<file path="src/rtl/processor_pkg.sv">
// Shared types and constants for the matrix processor and its host-side feeder.
package processor_pkg;

  typedef enum logic [2:0] {
    IDLE  = 3'd0,
    FILL  = 3'd1,
    KICK  = 3'd2,
    DRAIN = 3'd3,
    FIN   = 3'd4
  } FEED_STATE_e;

  typedef logic [5:0] elem_count_t;
  typedef logic [2:0] res_count_t;

  localparam int FEED_DW = 8;
  localparam int FEED_RW = 16;

  // Element count of an N x N operand block; 7*7 = 49 fits in 6 bits.
  function automatic elem_count_t dim_square(input logic [2:0] n);
    elem_count_t n_ext;
    n_ext = {3'b000, n};
    return n_ext * n_ext;
  endfunction

endpackage

</file>
<file path="src/rtl/result_out_reg.sv">
// One-entry valid/ready output register: a load replaces the held word,
// an accept without a load empties it.
module result_out_reg #(
  parameter int RW = 16
) (
  input  logic          clk,
  input  logic          rst,
  input  logic          load,
  input  logic [RW-1:0] load_data,
  input  logic          out_ready,
  output logic          out_valid,
  output logic [RW-1:0] out_data,
  output logic          accept
);

  logic          valid_r;
  logic [RW-1:0] data_r;

  // Output word and its valid flag.
  always_ff @(posedge clk) begin
    if (rst) begin
      valid_r <= 1'b0;
      data_r  <= {RW{1'b0}};
    end else if (load) begin
      valid_r <= 1'b1;
      data_r  <= load_data;
    end else if (valid_r && out_ready) begin
      valid_r <= 1'b0;
    end
  end

  assign out_valid = valid_r;
  assign out_data  = data_r;
  assign accept    = valid_r & out_ready;

endmodule

</file>
<file path="src/rtl/matrix_feeder.sv">
// Host-side feeder: streams N x N operands into the operand FIFO, kicks the
// processor, then drains N results onto a valid/ready output stream.
module matrix_feeder
  import processor_pkg::*;
#(
  parameter int DW = FEED_DW,
  parameter int RW = FEED_RW
) (
  input  logic          clk,
  input  logic          rst,
  input  logic          in_valid,
  input  logic [DW-1:0] in_data,
  output logic          in_ready,
  output logic          op_push,
  output logic [DW-1:0] op_data,
  input  logic          op_full,
  output logic          start,
  output logic [2:0]    N,
  output logic          res_pop,
  input  logic [RW-1:0] res_data,
  input  logic          res_empty,
  output logic          out_valid,
  output logic [RW-1:0] out_data,
  input  logic          out_ready,
  output logic          done
);

  FEED_STATE_e state_r, state_s;
  logic [2:0]  n_r;
  elem_count_t elem_cnt_r;
  elem_count_t target_s;
  res_count_t  popped_r;
  res_count_t  accepted_r;

  logic in_ready_s, op_push_s, start_s, res_pop_s, done_s, accept_s;

  assign target_s = dim_square(n_r);

  // Next-state and strobe decode.
  always_comb begin
    state_s    = state_r;
    in_ready_s = 1'b0;
    op_push_s  = 1'b0;
    start_s    = 1'b0;
    res_pop_s  = 1'b0;
    done_s     = 1'b0;
    case (state_r)
      IDLE: begin
        in_ready_s = 1'b1;
        if (in_valid && (in_data[2:0] != 3'd0)) begin
          state_s = FILL;
        end else begin
          state_s = IDLE;
        end
      end
      FILL: begin
        in_ready_s = !op_full;
        op_push_s  = in_valid && !op_full;
        if (op_push_s && ((elem_cnt_r + 6'd1) == target_s)) begin
          state_s = KICK;
        end else begin
          state_s = FILL;
        end
      end
      KICK: begin
        start_s = 1'b1;
        state_s = DRAIN;
      end
      DRAIN: begin
        res_pop_s = !res_empty && (!out_valid || out_ready) && (popped_r < n_r);
        if (accept_s && ((accepted_r + 3'd1) == n_r)) begin
          state_s = FIN;
        end else begin
          state_s = DRAIN;
        end
      end
      FIN: begin
        done_s  = 1'b1;
        state_s = IDLE;
      end
      default: begin
        state_s = IDLE;
      end
    endcase
  end

  // State, latched dimension and transaction counters.
  always_ff @(posedge clk) begin
    if (rst) begin
      state_r    <= IDLE;
      n_r        <= 3'd0;
      elem_cnt_r <= 6'd0;
      popped_r   <= 3'd0;
      accepted_r <= 3'd0;
    end else begin
      state_r <= state_s;
      if ((state_r == IDLE) && in_valid) begin
        n_r        <= in_data[2:0];
        elem_cnt_r <= 6'd0;
      end
      if (op_push_s) begin
        elem_cnt_r <= elem_cnt_r + 6'd1;
      end
      if (start_s) begin
        popped_r   <= 3'd0;
        accepted_r <= 3'd0;
      end
      if (res_pop_s) begin
        popped_r <= popped_r + 3'd1;
      end
      if (accept_s) begin
        accepted_r <= accepted_r + 3'd1;
      end
    end
  end

  result_out_reg #(.RW(RW)) u_out (
    .clk       (clk),
    .rst       (rst),
    .load      (res_pop_s),
    .load_data (res_data),
    .out_ready (out_ready),
    .out_valid (out_valid),
    .out_data  (out_data),
    .accept    (accept_s)
  );

  // Reset abandons the transaction in the same cycle: no handshake escapes.
  assign in_ready = in_ready_s & ~rst;
  assign op_push  = op_push_s & ~rst;
  assign op_data  = in_data;
  assign start    = start_s & ~rst;
  assign res_pop  = res_pop_s & ~rst;
  assign done     = done_s & ~rst;
  assign N        = n_r;

endmodule

</file>
<file path="config.mk">
export PLATFORM = sky130hd
export DESIGN_NAME = matrix_feeder
export DESIGN_NICKNAME = d
export VERILOG_FILES = /design/src/rtl/processor_pkg.sv /design/src/rtl/result_out_reg.sv /design/src/rtl/matrix_feeder.sv
export SDC_FILE = /design/constraint.sdc
export NUM_CORES = 1
export LEC_CHECK = 0
export BUFFER_PORTS_ARGS = -buffer_cell sky130_fd_sc_hd__buf_4
export CAP_MARGIN = 10
export CORE_MARGIN = 3
export CORE_UTILIZATION = 45
export CTS_CLUSTER_DIAMETER = 120
export DETAILED_ROUTE_END_ITERATION = 6
export PLACE_DENSITY = 0.73
export SYNTH_ARGS = -nofsm -noshare
export SYNTH_HDL_FRONTEND = slang
export SYNTH_SLANG_ARGS = --single-unit
export TNS_END_PERCENT = 1
</file>
<file path="constraint.sdc">
create_clock -name clk -period 2.4 [get_ports clk]
set_clock_uncertainty 0.1 [all_clocks]
set_input_delay 0.24 -clock clk [delete_from_list [all_inputs] [get_ports clk]]
set_output_delay 0.24 -clock clk [all_outputs]
set_load 0.01 [all_outputs]
</file>
==> impl_metrics.json <==
{
  "finalInstanceArea_mm2": 0.00223,
  "power_density_mw_per_mm2": 504,
  "ctsHtreeMaxLevel": 2,
  "final_antenna_net_count": 0,
  "mappedNetlistNets": 236,
  "cells_after_dpl": 284,
  "placed_cell_area_mm2": 0.00215,
  "pin_count": 63,
  "slew_headroom": 0.702,
  "area_growth_syn_to_layout_pct": 26.1,
  "insertion_delay_ps": 290,
  "grt_first_pass_wirelength_um": 5950,
  "critical_path_peak_fanout": 7,
  "die_width_um": 68.7,
  "max-vdd-ir-drop_uv": 361,
  "cts_root_buf": "sky130_fd_sc_hd__clkbuf_8",
  "vias": 1488,
  "dp_hpwl_um": 2630,
  "insertedDiodeCount": 0,
  "layout.nets": 279,
  "finalHoldViolCount": 0,
  "tritoncts_buffers": 5,
  "final.setup.tns_ps": 0,
  "worst_pin_slew_ps": 446,
  "number_of_slew_limit_violations_in_the_final_report": 0,
  "gpl.final_weighted_congestion": 0.826,
  "grt_setup_unrepaired": "false",
  "postSynthCellCount": 200,
  "critical_path_arrival_ps": 1880,
  "fmaxAchievable_ghz": 0.450,
  "initial_core_util": 0.477,
  "critical_path_required_ps": 2060,
  "clk_sink_count": 35,
  "static_leak_nw": 1.08,
  "cp-start-kind": "register",
  "stdcell_count": 292,
  "row_count": 22,
  "die_height_um": 68.7,
  "grt_pass1_vias": 1331,
  "globalRouteOverflowTotal": 0,
  "setup.worst_path.class": "register to output pin",
  "layout_cells_sized_above_1": 0.295,
  "period_needed_ps": 2220,
  "synth_sequential_area_ratio": 0.395,
  "run_status": "complete, no violations",
  "fin_util": 0.601,
  "crit-reg2reg-launch": "N[2]$_SDFFE_PP0P_",
  "routedWlPerCell_um": 12.3,
  "cts_tree": "yes",
  "track_usage": 0.164,
  "worst-r2r-setup-slack_ps": 360,
  "pin_count_of_the_biggest_net_entering_global_routing": 37,
  "floorplan.core_area_mm2": 0.00372,
  "worstHoldStart": "res_data[9]",
  "synth.yosys.warnings": 0,
  "drcViolationCount": 0,
  "setup_viol": 0,
  "synth.avg_cell_area_um2": 8.86,
  "ctsHoldBuffers": 0,
  "firstDrtPassIters": 4,
  "finalCritPeriodShare": 0.926,
  "die-area_mm2": 0.00473,
  "finalWirelength_um": 3600,
  "critical_path.endpoint_type": "output pin",
  "critical_path.startpoint": "state_r[1]$_SDFF_PP0_",
  "syn_std_cell_area_mm2": 0.00177,
  "min-delay-path-class": "input port to register",
  "port_buffers": 52,
  "ys_ff_latch": 35,
  "power_mw": 1.13,
  "cts_resized": 0,
  "first_iter_violations": 82,
  "grt_antenna_before_repair": 0,
  "postCtsSetupRepairBufs": 0,
  "synth_cell_type_count": 39,
  "cts_buffer_depth": 2,
  "maxCapViolCount": 0,
  "vias_per_cell": 5.10,
  "worst_setup_hold_path_clk_slew_ps": 70
}
[through the flow]
stage                     hold WS [ps]  setup WS, ps
after global placement             361           449
final                             81.2           178
after CTS                         74.4           167
after global routing              79.4          76.5
after floorplan                    276           377
after detailed placement           367           366
[state kept, by name, indices dropped and copies added, names as in the netlist]
register and count:
state_r 3, accepted_r 3, elem_cnt_r 6, popped_r 3, N 3, u_out.out_data 16, u_out.out_valid 1
[cell type report]
type / count / area, um^2
Clock buffer: 5 / 68.8
Clock inverter: 3 / 15.0
Fill cell: 362 / 1480
Inverter: 5 / 20.0
Multi-Input combinational cell: 142 / 952
Sequential cell: 35 / 701
Tap cell: 48 / 60.1
Timing Repair Buffer: 54 / 418
[synth_stat cells]
| cell | instances | area share |
|---|---|---|
| sky130_fd_sc_hd__a21oi_1 | 11 | 0.031 |
| sky130_fd_sc_hd__nor4b_1 | 2 | 0.0099 |
| sky130_fd_sc_hd__or3b_1 | 3 | 0.015 |
| sky130_fd_sc_hd__xnor3_1 | 1 | 0.013 |
| sky130_fd_sc_hd__or3_2 | 1 | 0.0042 |
| sky130_fd_sc_hd__nor2b_1 | 3 | 0.011 |
| sky130_fd_sc_hd__clkinv_2 | 1 | 0.0028 |
| sky130_fd_sc_hd__mux2i_1 | 16 | 0.090 |
| sky130_fd_sc_hd__buf_2 | 3 | 0.0085 |
| sky130_fd_sc_hd__a22oi_1 | 1 | 0.0042 |
| sky130_fd_sc_hd__nor2_1 | 25 | 0.053 |
| sky130_fd_sc_hd__o32ai_1 | 1 | 0.0049 |
| sky130_fd_sc_hd__nand4_1 | 2 | 0.0071 |
| sky130_fd_sc_hd__a21boi_0 | 1 | 0.0042 |
| sky130_fd_sc_hd__nand2b_1 | 3 | 0.011 |
| sky130_fd_sc_hd__xnor2_1 | 5 | 0.025 |
| sky130_fd_sc_hd__or2_2 | 4 | 0.014 |
| sky130_fd_sc_hd__and3_2 | 1 | 0.0042 |
| sky130_fd_sc_hd__ha_1 | 6 | 0.042 |
| sky130_fd_sc_hd__o21ai_0 | 10 | 0.028 |
| sky130_fd_sc_hd__nor3b_1 | 2 | 0.0085 |
| sky130_fd_sc_hd__or4b_4 | 1 | 0.0078 |
| sky130_fd_sc_hd__a21o_1 | 1 | 0.0042 |
| sky130_fd_sc_hd__o21ai_1 | 1 | 0.0028 |
| sky130_fd_sc_hd__a31oi_1 | 2 | 0.0071 |
| sky130_fd_sc_hd__o2111ai_1 | 1 | 0.0049 |
| sky130_fd_sc_hd__nor3_1 | 4 | 0.011 |
| sky130_fd_sc_hd__xor2_1 | 6 | 0.030 |
| sky130_fd_sc_hd__nand3_1 | 12 | 0.034 |
| sky130_fd_sc_hd__dfxtp_1 | 35 | 0.40 |
| sky130_fd_sc_hd__nand2_1 | 9 | 0.019 |
| sky130_fd_sc_hd__a31o_1 | 2 | 0.0099 |
| sky130_fd_sc_hd__inv_1 | 4 | 0.0085 |
| sky130_fd_sc_hd__buf_4 | 9 | 0.038 |
| sky130_fd_sc_hd__or4_1 | 1 | 0.0042 |
| sky130_fd_sc_hd__and2_1 | 2 | 0.0071 |
| sky130_fd_sc_hd__clkbuf_1 | 6 | 0.013 |
| sky130_fd_sc_hd__a22o_1 | 1 | 0.0049 |
| sky130_fd_sc_hd__a211oi_2 | 1 | 0.0071 |
[worst paths after layout]
kind                            depth (start not counted)                        endpoint
worst max-delay path                                    4                         op_push
worst min-delay path                                    3  u_out.out_data[9]$_SDFFE_PP0P_
worst max register to register                          7        popped_r[2]$_SDFFE_PP0P_
worst min register to register                          2      accepted_r[1]$_SDFFE_PP0P_
[critical path, stage by stage (launching register included)]
cell,delay (ps)
sky130_fd_sc_hd__dfxtp_1,340
sky130_fd_sc_hd__or3b_1,500
sky130_fd_sc_hd__or4b_4,570
sky130_fd_sc_hd__clkinv_2,80
sky130_fd_sc_hd__buf_4,110
[power by group]
| part | switching (mW) | internal [mW] | total, mW |
|---|---|---|---|
| clock network | 0.213 | 0.198 | 0.411 |
| registers | 0.0156 | 0.588 | 0.603 |
| logic | 0.0513 | 0.0595 | 0.111 |
[cell families (layout without fill, tap and decap cells)]
group                    Yosys count  in the layout  share of synthesized area
AND/OR/NAND/NOR                   75             75                      0.220
AO/OA/AOI/OAI                     33             33                      0.114
multiplexers                      16             16                     0.0904
flip-flops                        35             35                      0.395
XOR/XNOR                          12             12                     0.0671
buffers and inverters             23             67                     0.0706
adder cells (fa/ha/maj)            6              6                     0.0424
[cell usage in the layout, fill, tap and decap left out, types with 2 or more instances in the layout]
master | netlist | layout
sky130_fd_sc_hd__a31o_1 | 2 | 2
sky130_fd_sc_hd__inv_1 | 4 | 4
sky130_fd_sc_hd__nand2b_1 | 3 | 3
sky130_fd_sc_hd__nor2_1 | 25 | 25
sky130_fd_sc_hd__ha_1 | 6 | 6
sky130_fd_sc_hd__xor2_1 | 6 | 6
sky130_fd_sc_hd__mux2i_1 | 16 | 16
sky130_fd_sc_hd__nand2_1 | 9 | 9
sky130_fd_sc_hd__or2_2 | 4 | 4
sky130_fd_sc_hd__nand3_1 | 12 | 12
sky130_fd_sc_hd__dfxtp_1 | 35 | 35
sky130_fd_sc_hd__nor3_1 | 4 | 4
sky130_fd_sc_hd__nor3b_1 | 2 | 2
sky130_fd_sc_hd__or3b_1 | 3 | 3
sky130_fd_sc_hd__nor4b_1 | 2 | 2
sky130_fd_sc_hd__clkinv_2 | 1 | 4
sky130_fd_sc_hd__a21oi_1 | 11 | 11
sky130_fd_sc_hd__a31oi_1 | 2 | 2
sky130_fd_sc_hd__o21ai_0 | 10 | 10
sky130_fd_sc_hd__xnor2_1 | 5 | 5
sky130_fd_sc_hd__nor2b_1 | 3 | 3
sky130_fd_sc_hd__buf_4 | 9 | 53
sky130_fd_sc_hd__and2_1 | 2 | 2
sky130_fd_sc_hd__nand4_1 | 2 | 2
sky130_fd_sc_hd__clkbuf_8 | 0 | 5
[per-layer routing]
layer | up-vias | share of wire | GRT usage | wire [um]
li1 | 769 | - | - | -
met1 | 662 | 0.49 | 0.225 | 1760
met2 | 52 | 0.42 | 0.241 | 1510
met3 | 5 | 0.080 | 0.0551 | 288
met4 | 0 | 0.012 | 0.0560 | 42
met5 | - | 0 | 0 | 0
(Power assumes the default switching activity.)
